## src/rtl/pit_seq_pkg.sv

```systemverilog
// Shared encodings for the 8254 command sequencer: command opcodes, the control
// port address, the sequencer state type and control-word builders.
package pit_seq_pkg;

    localparam logic [1:0] OP_PROGRAM = 2'b00;
    localparam logic [1:0] OP_LATCH   = 2'b01;
    localparam logic [1:0] OP_STATUS  = 2'b10;
    localparam logic [1:0] OP_RSVD    = 2'b11;

    localparam logic [1:0] A_CTRL = 2'b11;

    typedef enum logic [2:0] {
        ST_IDLE = 3'd0,
        ST_CW   = 3'd1,
        ST_LO   = 3'd2,
        ST_HI   = 3'd3,
        ST_RESP = 3'd4,
        ST_ERR  = 3'd5
    } state_t;

    function automatic logic [7:0] program_cw(input logic [1:0] sel, input logic [1:0] rw,
                                              input logic [2:0] mode, input logic bcd);
        return {sel, rw, mode, bcd};
    endfunction

    function automatic logic [7:0] latch_cw(input logic [1:0] sel);
        return {sel, 6'b00_0000};
    endfunction

    // Read-back: COUNT_n=1 (no count latch), STATUS_n=0, one counter-select bit set.
    function automatic logic [7:0] readback_cw(input logic [1:0] sel);
        return 8'hE0 | (8'h02 << sel);
    endfunction

    function automatic logic cmd_error(input logic [1:0] op, input logic [1:0] sel,
                                       input logic [1:0] rw, input logic [1:0] shadow_rw);
        return (sel == 2'd3) || (op == OP_RSVD) ||
               ((op == OP_PROGRAM) && (rw == 2'b00)) ||
               ((op == OP_LATCH) && (shadow_rw == 2'b00));
    endfunction

endpackage

```

## src/rtl/pit_bus_cycle.sv

```systemverilog
// Executes one read or write byte cycle on the timer CPU port: SETUP, STROBE,
// HOLD, then a single GAP cycle during which the next byte may be launched.
module pit_bus_cycle #(
    parameter int SETUP_CYC  = 1,
    parameter int STROBE_CYC = 2,
    parameter int HOLD_CYC   = 1
) (
    input  logic       clk,
    input  logic       rst,
    input  logic       start,
    input  logic       is_read,
    input  logic [1:0] addr,
    input  logic [7:0] wdata,
    output logic       done,
    output logic       gap,
    output logic [7:0] rdata,
    output logic       cs_n,
    output logic       rd_n,
    output logic       wr_n,
    output logic [1:0] a,
    output logic [7:0] d_out,
    output logic       d_oe,
    input  logic [7:0] d_in
);

    localparam logic [2:0] PH_IDLE   = 3'd0;
    localparam logic [2:0] PH_SETUP  = 3'd1;
    localparam logic [2:0] PH_STROBE = 3'd2;
    localparam logic [2:0] PH_HOLD   = 3'd3;
    localparam logic [2:0] PH_GAP    = 3'd4;

    localparam logic [3:0] SETUP_LAST  = 4'(SETUP_CYC - 1);
    localparam logic [3:0] STROBE_LAST = 4'(STROBE_CYC - 1);
    localparam logic [3:0] HOLD_LAST   = 4'(HOLD_CYC - 1);

    logic [2:0] phase_q, phase_d;
    logic [3:0] cnt_q, cnt_d;
    logic       is_read_q, is_read_d;
    logic [7:0] rdata_q, rdata_d;
    logic       cs_n_q, cs_n_d;
    logic       rd_n_q, rd_n_d;
    logic       wr_n_q, wr_n_d;
    logic [1:0] a_q, a_d;
    logic [7:0] d_out_q, d_out_d;
    logic       d_oe_q, d_oe_d;

    always_comb begin
        phase_d   = phase_q;
        cnt_d     = cnt_q;
        is_read_d = is_read_q;
        rdata_d   = rdata_q;
        cs_n_d    = cs_n_q;
        rd_n_d    = rd_n_q;
        wr_n_d    = wr_n_q;
        a_d       = a_q;
        d_out_d   = d_out_q;
        d_oe_d    = d_oe_q;
        case (phase_q)
            PH_IDLE, PH_GAP: begin
                if (start) begin
                    phase_d   = PH_SETUP;
                    cnt_d     = 4'd0;
                    is_read_d = is_read;
                    cs_n_d    = 1'b0;
                    a_d       = addr;
                    d_out_d   = is_read ? 8'h00 : wdata;
                    d_oe_d    = ~is_read;
                end else begin
                    phase_d = PH_IDLE;
                end
            end
            PH_SETUP: begin
                if (cnt_q == SETUP_LAST) begin
                    phase_d = PH_STROBE;
                    cnt_d   = 4'd0;
                    rd_n_d  = ~is_read_q;
                    wr_n_d  = is_read_q;
                end else begin
                    cnt_d = cnt_q + 4'd1;
                end
            end
            PH_STROBE: begin
                if (cnt_q == STROBE_LAST) begin
                    phase_d = PH_HOLD;
                    cnt_d   = 4'd0;
                    rd_n_d  = 1'b1;
                    wr_n_d  = 1'b1;
                    // Read data is taken on the edge that closes the strobe.
                    if (is_read_q) begin
                        rdata_d = d_in;
                    end
                end else begin
                    cnt_d = cnt_q + 4'd1;
                end
            end
            PH_HOLD: begin
                if (cnt_q == HOLD_LAST) begin
                    phase_d = PH_GAP;
                    cnt_d   = 4'd0;
                    cs_n_d  = 1'b1;
                    d_oe_d  = 1'b0;
                end else begin
                    cnt_d = cnt_q + 4'd1;
                end
            end
            default: phase_d = PH_IDLE;
        endcase
    end

    always_ff @(posedge clk) begin
        if (rst) begin
            phase_q   <= PH_IDLE;
            cnt_q     <= 4'd0;
            is_read_q <= 1'b0;
            rdata_q   <= 8'h00;
            cs_n_q    <= 1'b1;
            rd_n_q    <= 1'b1;
            wr_n_q    <= 1'b1;
            a_q       <= 2'b00;
            d_out_q   <= 8'h00;
            d_oe_q    <= 1'b0;
        end else begin
            phase_q   <= phase_d;
            cnt_q     <= cnt_d;
            is_read_q <= is_read_d;
            rdata_q   <= rdata_d;
            cs_n_q    <= cs_n_d;
            rd_n_q    <= rd_n_d;
            wr_n_q    <= wr_n_d;
            a_q       <= a_d;
            d_out_q   <= d_out_d;
            d_oe_q    <= d_oe_d;
        end
    end

    assign done  = (phase_q == PH_HOLD) && (cnt_q == HOLD_LAST);
    assign gap   = (phase_q == PH_GAP);
    assign rdata = rdata_q;
    assign cs_n  = cs_n_q;
    assign rd_n  = rd_n_q;
    assign wr_n  = wr_n_q;
    assign a     = a_q;
    assign d_out = d_out_q;
    assign d_oe  = d_oe_q;

endmodule

```

## src/rtl/pit_sequencer.sv

```systemverilog
// Command-driven bus master for an 8254 timer: turns program / latch-read /
// status read-back commands into control-word and data byte cycles.
module pit_sequencer
    import pit_seq_pkg::*;
#(
    parameter int SETUP_CYC  = 1,
    parameter int STROBE_CYC = 2,
    parameter int HOLD_CYC   = 1
) (
    input  logic        clk,
    input  logic        rst,
    input  logic        cmd_valid,
    output logic        cmd_ready,
    input  logic [1:0]  cmd_op,
    input  logic [1:0]  cmd_sel,
    input  logic [1:0]  cmd_rw,
    input  logic [2:0]  cmd_mode,
    input  logic        cmd_bcd,
    input  logic [15:0] cmd_count,
    output logic        rsp_valid,
    output logic        rsp_err,
    output logic [15:0] rsp_data,
    output logic        cs_n,
    output logic        rd_n,
    output logic        wr_n,
    output logic [1:0]  a,
    output logic [7:0]  d_out,
    output logic        d_oe,
    input  logic [7:0]  d_in
);

    state_t      state_q, state_d;
    logic [1:0]  op_q, op_d;
    logic [1:0]  sel_q, sel_d;
    logic [1:0]  fmt_q, fmt_d;
    logic [15:0] count_q, count_d;
    logic [7:0]  lsb_q, lsb_d;
    logic        rsp_valid_q, rsp_valid_d;
    logic        rsp_err_q, rsp_err_d;
    logic [15:0] rsp_data_q, rsp_data_d;
    logic [1:0]  shadow_q [3];
    logic        shadow_we;

    logic        accept;
    logic [1:0]  cmd_shadow;
    logic        cmd_err;
    logic        last_byte;
    logic        bus_start;
    logic        bus_is_read;
    logic [1:0]  bus_addr;
    logic [7:0]  bus_wdata;
    logic        bus_done;
    logic        bus_gap;
    logic [7:0]  bus_rdata;

    assign cmd_ready = (state_q == ST_IDLE);
    assign accept    = cmd_valid && cmd_ready && !rst;

    always_comb begin
        case (cmd_sel)
            2'd0:    cmd_shadow = shadow_q[0];
            2'd1:    cmd_shadow = shadow_q[1];
            2'd2:    cmd_shadow = shadow_q[2];
            default: cmd_shadow = 2'b00;
        endcase
    end

    assign cmd_err   = cmd_error(cmd_op, cmd_sel, cmd_rw, cmd_shadow);
    assign last_byte = (state_q == ST_HI) || ((state_q == ST_LO) && !fmt_q[1]);

    // fmt_q holds which data bytes follow the control word: the RW field for
    // program, the shadowed RW for latch-read, and LSB-only for status.
    always_comb begin
        state_d     = state_q;
        op_d        = op_q;
        sel_d       = sel_q;
        fmt_d       = fmt_q;
        count_d     = count_q;
        lsb_d       = lsb_q;
        rsp_valid_d = 1'b0;
        rsp_err_d   = 1'b0;
        rsp_data_d  = 16'h0000;
        shadow_we   = 1'b0;
        bus_start   = 1'b0;
        bus_is_read = 1'b0;
        bus_addr    = A_CTRL;
        bus_wdata   = 8'h00;
        case (state_q)
            ST_IDLE: begin
                if (accept) begin
                    if (cmd_err) begin
                        state_d     = ST_ERR;
                        rsp_valid_d = 1'b1;
                        rsp_err_d   = 1'b1;
                    end else begin
                        state_d   = ST_CW;
                        bus_start = 1'b1;
                        op_d      = cmd_op;
                        sel_d     = cmd_sel;
                        count_d   = cmd_count;
                        case (cmd_op)
                            OP_PROGRAM: begin
                                bus_wdata = program_cw(cmd_sel, cmd_rw, cmd_mode, cmd_bcd);
                                fmt_d     = cmd_rw;
                            end
                            OP_LATCH: begin
                                bus_wdata = latch_cw(cmd_sel);
                                fmt_d     = cmd_shadow;
                            end
                            default: begin
                                bus_wdata = readback_cw(cmd_sel);
                                fmt_d     = 2'b01;
                            end
                        endcase
                    end
                end
            end
            ST_CW: begin
                if (bus_done) begin
                    state_d = fmt_q[0] ? ST_LO : ST_HI;
                end
            end
            ST_LO, ST_HI: begin
                bus_addr    = sel_q;
                bus_is_read = (op_q != OP_PROGRAM);
                bus_wdata   = (state_q == ST_LO) ? count_q[7:0] : count_q[15:8];
                bus_start   = bus_gap;
                if (bus_done) begin
                    if (state_q == ST_LO) begin
                        lsb_d = bus_rdata;
                    end
                    if (last_byte) begin
                        state_d     = ST_RESP;
                        rsp_valid_d = 1'b1;
                        shadow_we   = (op_q == OP_PROGRAM);
                        if (op_q != OP_PROGRAM) begin
                            rsp_data_d = {(state_q == ST_HI) ? bus_rdata : 8'h00,
                                          (state_q == ST_LO) ? bus_rdata
                                                             : (fmt_q[0] ? lsb_q : 8'h00)};
                        end
                    end else begin
                        state_d = ST_HI;
                    end
                end
            end
            ST_RESP, ST_ERR: state_d = ST_IDLE;
            default:         state_d = ST_IDLE;
        endcase
    end

    always_ff @(posedge clk) begin
        if (rst) begin
            state_q     <= ST_IDLE;
            op_q        <= OP_PROGRAM;
            sel_q       <= 2'b00;
            fmt_q       <= 2'b00;
            count_q     <= 16'h0000;
            lsb_q       <= 8'h00;
            rsp_valid_q <= 1'b0;
            rsp_err_q   <= 1'b0;
            rsp_data_q  <= 16'h0000;
        end else begin
            state_q     <= state_d;
            op_q        <= op_d;
            sel_q       <= sel_d;
            fmt_q       <= fmt_d;
            count_q     <= count_d;
            lsb_q       <= lsb_d;
            rsp_valid_q <= rsp_valid_d;
            rsp_err_q   <= rsp_err_d;
            rsp_data_q  <= rsp_data_d;
        end
    end

    always_ff @(posedge clk) begin
        for (int i = 0; i < 3; i++) begin
            if (rst) begin
                shadow_q[i] <= 2'b00;
            end else if (shadow_we && (sel_q == 2'(i))) begin
                shadow_q[i] <= fmt_q;
            end
        end
    end

    pit_bus_cycle #(
        .SETUP_CYC  (SETUP_CYC),
        .STROBE_CYC (STROBE_CYC),
        .HOLD_CYC   (HOLD_CYC)
    ) u_bus (
        .clk     (clk),
        .rst     (rst),
        .start   (bus_start),
        .is_read (bus_is_read),
        .addr    (bus_addr),
        .wdata   (bus_wdata),
        .done    (bus_done),
        .gap     (bus_gap),
        .rdata   (bus_rdata),
        .cs_n    (cs_n),
        .rd_n    (rd_n),
        .wr_n    (wr_n),
        .a       (a),
        .d_out   (d_out),
        .d_oe    (d_oe),
        .d_in    (d_in)
    );

    assign rsp_valid = rsp_valid_q;
    assign rsp_err   = rsp_err_q;
    assign rsp_data  = rsp_data_q;

endmodule
```

## config.mk

```make
export PLATFORM = sky130hd
export DESIGN_NAME = pit_sequencer
export DESIGN_NICKNAME = d
export VERILOG_FILES = /design/src/rtl/pit_seq_pkg.sv /design/src/rtl/pit_bus_cycle.sv /design/src/rtl/pit_sequencer.sv
export SDC_FILE = /design/constraint.sdc
export NUM_CORES = 1
export LEC_CHECK = 0
export ABC_CLOCK_PERIOD_IN_PS = 2400
export CAP_MARGIN = 10
export CORE_MARGIN = 3
export CORE_UTILIZATION = 45
export CTS_CLUSTER_SIZE = 8
export DETAILED_ROUTE_END_ITERATION = 6
export GPL_TIMING_DRIVEN = 0
export PLACE_DENSITY = 0.79
export REMOVE_ABC_BUFFERS = 1
export SYNTH_ARGS = -nofsm -noshare
export SYNTH_HDL_FRONTEND = slang
export SYNTH_SLANG_ARGS = --single-unit
```

## constraint.sdc

```tcl
create_clock -name clk -period 2.4 [get_ports clk]
set_clock_uncertainty 0.15 [all_clocks]
set_input_delay 0.48 -clock clk [delete_from_list [all_inputs] [get_ports clk]]
set_output_delay 0.48 -clock clk [all_outputs]
set_load 0.005 [all_outputs]
```

### Word level (Yosys, flattened, before mapping)

Memories as Yosys holds them, arrays and structs flattened.
Index checks and enable logic that the tools add are counted.

| operators by class | value |
|---|---|
| $add $sub $neg | 1 |
| reduce and logical (&&, ||, !) cells | 43 |
| equal/unequal tests | 22 |
| bitwise logic cells | 12 |
| shift operators | 1 |
| mux-type cells | 64 |

Operators with widths:

| kind | number |
|---|---|
| $mux W8 | 6 |
| $pmux W8 S2 | 2 |
| $mux W1 | 30 |
| $mux W3 | 8 |
| $reduce_and A3 Y1 | 7 |
| $eq A3 B2 Y1 const B | 4 |
| $logic_not A2 Y1 | 6 |
| $mux W4 | 3 |
| $pmux W1 S2 | 6 |
| $pmux W3 S4 | 1 |
| $pmux W4 S3 | 1 |
| $logic_and A1 B1 Y1 | 9 |
| $not A1 Y1 | 9 |
| $pmux W3 S3 | 1 |
| $eq A2 B2 Y1 const B | 4 |
| $mux W2 | 4 |
| $ne A2 B1 Y1 const B | 4 |
| $reduce_or A2 Y1 | 4 |
| $eq A2 B1 Y1 const B | 3 |
| $eq A3 B1 Y1 const B | 2 |
| $logic_not A3 Y1 | 2 |
| $ne A2 B2 Y1 const B | 3 |
| $pmux W2 S3 | 1 |
| $reduce_bool A2 Y1 | 3 |
| other kinds (13) | 20 |

| word-level totals | value |
|---|---|
| output and inout port bits | 33 |
| RAM bits | 6 |
| input bits | 37 |
| word-level logic and storage cells | 164 |
| bits in registers | 81 |
| memories kept | 1 |

Memories:

| name | words | width | rd ports | clocked after memory_dff | wr ports | line | RTL |
|---|---|---|---|---|---|---|---|
| shadow_q | 3 | 2 | 3 | 0 | 3 | pit_sequencer.sv:41 | `logic [1:0] shadow_q [3];` |

### Longest topological paths before layout

| depth | value |
|---|---|
| word-level depth | 11 |
| mapped depth | 8 |
| mapped depth without buffers | 7 |

### Cells and area by module

From an unflattened synthesis, not the netlist that was laid out.

| second synthesis, totals | value |
|---|---|
| cell total of the unflattened synthesis | 394 |
| area total of the unflattened synthesis | 3928.8 sq um |

Modules (own cells, without submodules):

| module | cells an instance | area an instance (sq um) | instances | seq. area each (sq um) |
|---|---|---|---|---|
| pit_sequencer | 258 | 2637.5 | 1 | 1201.2 |
| pit_bus_cycle | 136 | 1291.2 | 1 | 600.6 |

### Least setup slack after synthesis

No wires, ideal clock.

| timing | value |
|---|---|
| path kind | in2reg |
| from | in cmd_sel[0] |
| to | reg u_bus.d_oe_q, in the netlist u_bus.d_oe |
| buffers on the path | 1 |
| library setup time | 0.130 ns |
| arrival | 1.874 ns |
| path slack | 0.246 ns |
| stages | 6 |
| data required time | 2.120 ns |
| path through | clkbuf_1 and2b_4 a221o_1 o2111a_2 a31oi_4 o21ai_1 |

| on the way | value |
|---|---|
| word-level cells in the longest chain between the ends | 10 |
| elaborated cells between the ends (all ways) | 15 |
| classes of those cells | 4 x eq/ne; 4 x mux; 7 x reduce/logical |

RTL lines:

| item | line | RTL |
|---|---|---|
| start, declared | pit_sequencer.sv:15 | `input logic [1:0] cmd_sel,` |
| $eq A2 B2 Y1 (tied with other cells) | pit_sequencer.sv:60 | `case (cmd_sel)` |
| $pmux W2 S3 | pit_sequencer.sv:60 |  |
| $logic_not A2 Y1 | pit_seq_pkg.sv:39 | `((op == OP_LATCH) && (shadow_rw == 2'b00));` |
| $logic_and A1 B1 Y1 | pit_seq_pkg.sv:39 |  |
| $logic_or A1 B1 Y1 (*) | pit_seq_pkg.sv:38 | `((op == OP_PROGRAM) && (rw == 2'b00)) \|\|` |
| $mux W1 (*) | pit_sequencer.sv:91 | `if (cmd_err) begin` |
| $mux W1 (*) | pit_sequencer.sv:90 | `if (accept) begin` |
| $pmux W1 S2 (*) | pit_sequencer.sv:88 | `case (state_q)` |
| $ne A2 B2 Y1 (no source line) (*) | - |  |
| $reduce_and A3 Y1 (no source line) (*) | - |  |
| end signal, assigned | pit_bus_cycle.sv:132 | `d_oe_q <= d_oe_d;` |
| end, declared | pit_bus_cycle.sv:45 | `logic d_oe_q, d_oe_d;` |

Mark *: on every way between the ends. The rest lies on a longest branch, timed or not.
A chain may end at the register's enable or synchronous reset.

### Final worst setup path

| timing | value |
|---|---|
| from | in rst |
| to | reg fmt_q[1] |

| on the way | value |
|---|---|
| word-level cells in the longest chain between the ends | 3 |

RTL lines:

| item | line | RTL |
|---|---|---|
| start, declared | pit_sequencer.sv:11 | `input logic rst,` |
| $logic_not A1 Y1 | pit_sequencer.sv:57 | `assign accept = cmd_valid && cmd_ready && !rst;` |
| $logic_and A1 B1 Y1 | pit_sequencer.sv:57 |  |
| $reduce_and A3 Y1 (no source line) | - |  |
| end signal, assigned | pit_sequencer.sv:166 | `fmt_q <= fmt_d;` |
| end, declared | pit_sequencer.sv:35 | `logic [1:0] fmt_q, fmt_d;` |

Parallel ways exist; a longest one is shown, timed or not.

==> results.rst <==
.. list-table::
   :header-rows: 1

   * - Metric
     - Value
   * - Overall via count from detail_route
     - 3283
   * - Clock latency reported for the late side of the worst-skew pair
     - 0.36 ns
   * - Number of cells on the worst reg-to-reg path
     - 6
   * - Syn Std Cell Area
     - 3750 um2
   * - Final Wtd Congestion
     - 0.810
   * - Total inserted antenna cells
     - 0
   * - Final worst-path setup slack
     - 0.108 ns
   * - Hold Fails Final Rpt
     - 0
   * - Maximum number of pins on one net before global-route repair
     - 27
   * - Top fanout value on the critical path
     - 25
   * - Die area
     - 9470 um2
   * - Critical register-to-register path startpoint
     - u_bus.cnt_q[1]
   * - Initial antenna violation count
     - 0
   * - Most used cells in the layout excluding fill and tap cells
     - 80 x sky130_fd_sc_hd__dfxtp_1, 64 x sky130_fd_sc_hd__clkdlybuf4s50_1, 45 x sky130_fd_sc_hd__nand2_1
   * - Required time of the critical path
     - 2.53 ns
   * - Peak clock frequency supported by timing
     - 0.436 GHz
   * - Crit share post-route
     - 95.5%
   * - Terminating pin of the worst hold path
     - lsb_q[4]
   * - Clock sink count
     - 87
   * - Wire length of the first global-routing pass
     - 14.8 mm
   * - Leakage
     - 1.66 nW
   * - Design area
     - 4750 um2
   * - Remaining DRCs
     - 0
   * - Yosys synthesis warning count
     - 0
   * - Peak supply drop
     - 0.000342 V
   * - Final Hold Slack
     - 0.310 ns
   * - Power Density
     - 612 nW/um2
   * - Final layout net count
     - 516
   * - M3 GR Usage
     - 4.52%
   * - Worst flop-to-flop path endpoint
     - shadow_q[1][0]
   * - Max capacitance violation total
     - 0
   * - Root buf cell
     - sky130_fd_sc_hd__clkbuf_8
   * - Number of distinct library cells after synthesis
     - 56
   * - Most area-consuming cells after synthesis
     - sky130_fd_sc_hd__dfxtp_1 43%, sky130_fd_sc_hd__nand3_1 5.7%, sky130_fd_sc_hd__edfxtp_1 4.8%
   * - Slew at the pin closest to its max-slew limit
     - 0.606 ns
   * - Total core area
     - 7930 um2
   * - Vias in the first global route
     - 3015
   * - Commonest non-fill, non-tap cell in the layout
     - sky130_fd_sc_hd__dfxtp_1
   * - Cell accounting for the most synthesized area
     - sky130_fd_sc_hd__dfxtp_1
   * - Post-CTS Hold Buffers
     - 0
   * - Flops & latches, synth
     - 87
   * - Register-to-register setup slack
     - 0.15 ns
   * - Unrepaired setup endpoints after global routing
     - false
   * - Global router's overall resource usage
     - 19.1%
   * - Number of violations reported at the end of detailed-routing iteration 0
     - 244
   * - Cell area after placement
     - 4460 um2
   * - GR Layer Usage met1
     - 24.2%
   * - Area added between synthesis and finish
     - 26.7%
   * - Final HPWL from detailed placement
     - 6.35 mm
   * - Critical path arrival
     - 2.43 ns
   * - Detail-routed net length per standard cell
     - 15.9 um
   * - Met2 Resource Use GR
     - 31.8%
   * - Die span in y
     - 97.3 um
   * - Type of the worst min-delay path
     - flop to flop
   * - Average size of a mapped cell
     - 8.93 um2
   * - Critical hold path startpoint
     - lsb_q[4]
   * - Layout cells sized above 1
     - 9.15%
   * - Share of the synthesized area in the top cell type
     - 43.2%
   * - Post-synth EDFFs
     - 6
   * - Post-synth top flop
     - sky130_fd_sc_hd__dfxtp_1
   * - Type of the worst setup path
     - input pin to flop
   * - Horiz. Die Dim
     - 97.3 um
   * - Number of pins exceeding their max-slew limit in the final report
     - 0
   * - Initial core utilization
     - 47.3%
   * - TritonCTS clock tree
     - built
   * - Boundary pin count
     - 70
   * - Synth async-reset ratio
     - 0%
   * - Hold path depth
     - 2
   * - Minimum period implied by the final worst setup slack
     - 2.29 ns
   * - Pre-CTS WS
     - -1.31 ns
   * - Initial DRT Pass Iterations
     - 5
   * - Drt via density
     - 5.63
   * - Number of buffers on the longest clock path
     - 2
   * - Outcome
     - completed
   * - Layer with the highest usage after global routing
     - met2
   * - Antenna Violating Nets Remaining
     - 0
   * - Share of synthesized area occupied by flip-flops and latches
     - 48.0%
   * - H-tree level count
     - 3
   * - Worst slew margin relative to its limit
     - 59.6%
   * - Clock slew seen by the registers of the worst setup and hold paths
     - 0.08 ns
   * - Type of origin of the critical path
     - input pin
   * - Rows
     - 32
   * - Endpoint class of the critical path
     - flop
   * - Final core area utilization
     - 59.9%
   * - Total CTS buffers
     - 9
   * - Grt ovf
     - 0
   * - Final setup violation count
     - 0
   * - Post-Synthesis Cells
     - 420
   * - # port buffers
     - 69
   * - Routed Wire Length
     - 9.27 mm
==> worst max-delay path, stage by stage <==
cell	delay [ns]
sky130_fd_sc_hd__dlygate4sd2_1	0.41
sky130_fd_sc_hd__buf_16	0.25
sky130_fd_sc_hd__nor2_1	0.16
sky130_fd_sc_hd__and3_1	0.26
sky130_fd_sc_hd__nand2_2	0.20
sky130_fd_sc_hd__or4_1	0.54
sky130_fd_sc_hd__o21ai_1	0.10
==> synth_stat cells, types with 2 or more instances <==
cell,number
sky130_fd_sc_hd__dfxtp_1,81
sky130_fd_sc_hd__nand2_1,46
sky130_fd_sc_hd__nand3_1,43
sky130_fd_sc_hd__nor2_1,33
sky130_fd_sc_hd__o21ai_0,30
sky130_fd_sc_hd__a21oi_1,24
sky130_fd_sc_hd__mux2i_1,17
sky130_fd_sc_hd__clkbuf_1,14
sky130_fd_sc_hd__and2_1,10
sky130_fd_sc_hd__o2bb2ai_1,10
sky130_fd_sc_hd__buf_2,8
sky130_fd_sc_hd__inv_1,7
sky130_fd_sc_hd__nor3_1,7
sky130_fd_sc_hd__edfxtp_1,6
sky130_fd_sc_hd__buf_1,5
sky130_fd_sc_hd__nand2b_1,5
sky130_fd_sc_hd__nor2b_1,5
sky130_fd_sc_hd__o22a_1,5
sky130_fd_sc_hd__a32oi_1,4
sky130_fd_sc_hd__nor3b_1,4
sky130_fd_sc_hd__a31oi_1,3
sky130_fd_sc_hd__ha_1,3
sky130_fd_sc_hd__o32a_1,3
sky130_fd_sc_hd__or3_1,3
sky130_fd_sc_hd__a21o_1,2
sky130_fd_sc_hd__a221o_1,2
sky130_fd_sc_hd__a22oi_1,2
sky130_fd_sc_hd__a311oi_1,2
sky130_fd_sc_hd__and3_1,2
sky130_fd_sc_hd__buf_6,2
sky130_fd_sc_hd__nor2_2,2
sky130_fd_sc_hd__o21ai_1,2
sky130_fd_sc_hd__o31ai_1,2
sky130_fd_sc_hd__or2_2,2
sky130_fd_sc_hd__or4_1,2
sky130_fd_sc_hd__xnor2_1,2
==> sequential cells by signal, summed over array words and instances, names as in the netlist, 2 cells and up <==
signal	cells
state_q	3
u_bus.a	2
u_bus.rdata	8
u_bus.cnt_q	4
count_q	16
u_bus.phase_q	3
sel_q	2
rsp_data	16
op_q	2
u_bus.d_out	8
fmt_q	2
shadow_q	6
lsb_q	8
==> cells by family after synthesis <==
logic type	share of synthesized area (%)
compound gates	18.5
xor+xnor	0.467
fa+ha+maj	1.00
buf+inv	4.57
flops	48.0
mux	5.24
simple gates	22.2
==> worst max-delay path by stage <==
stage | startpoint | endpoint | slack, ns | cells after the start
2_1_floorplan | state_q[0] | count_q[0] | 0.21 | 5
3_3_place_gp | rst | fmt_q[0] | -1.66 | 6
3_5_place_dp | rst | count_q[12] | -1.31 | 7
4_1_cts | cmd_sel[1] | u_bus.d_out[1] | 0.008 | 6
5_1_grt | u_bus.cnt_q[1] | shadow_q[1][0] | 0.01 | 6
6_report | rst | fmt_q[1] | 0.11 | 7
==> layer usage <==
metal / share of wire [%] / up-vias
li1: - / 1615
met2: 47 / 140
met1: 44 / 1517
met5: 0 / -
met3: 7.5 / 11
met4: 1.3 / 0
==> stage by stage <==
stage,setup TNS [ns],cells,power (W)
3_5_place_dp,-51.09,563,0.00190
5_1_grt,0,583,0.00300
2_1_floorplan,0,390,0.00173
3_3_place_gp,-89.27,561,0.00188
4_1_cts,0,582,0.00291
6_report,0,583,0.00291
==> area by class of cell <==
type	count	area, um2
fillers	676	3180
clock inverters	5	57.6
inverters	8	31.3
flip-flops and latches	87	1800
well taps	102	128
multi-input cells	296	1830
clock buffers	11	131
repair buffers	74	768
==> report_power, final <==
group	switching, W	internal [W]	leakage [nW]
clock	0.000538	0.000483	0.0938
sequential	0.0000470	0.00150	0.718
combinational	0.000169	0.000168	0.849
==> what timing repair did <==
item	4_1_cts	5_1_grt
pin swaps	1	1
endpoints found under the setup margin	70	28
buffers inserted	2	1
gates cloned	1	0
gates resized for setup	17	6
Note: power is estimated with default switching activity, not from simulation.
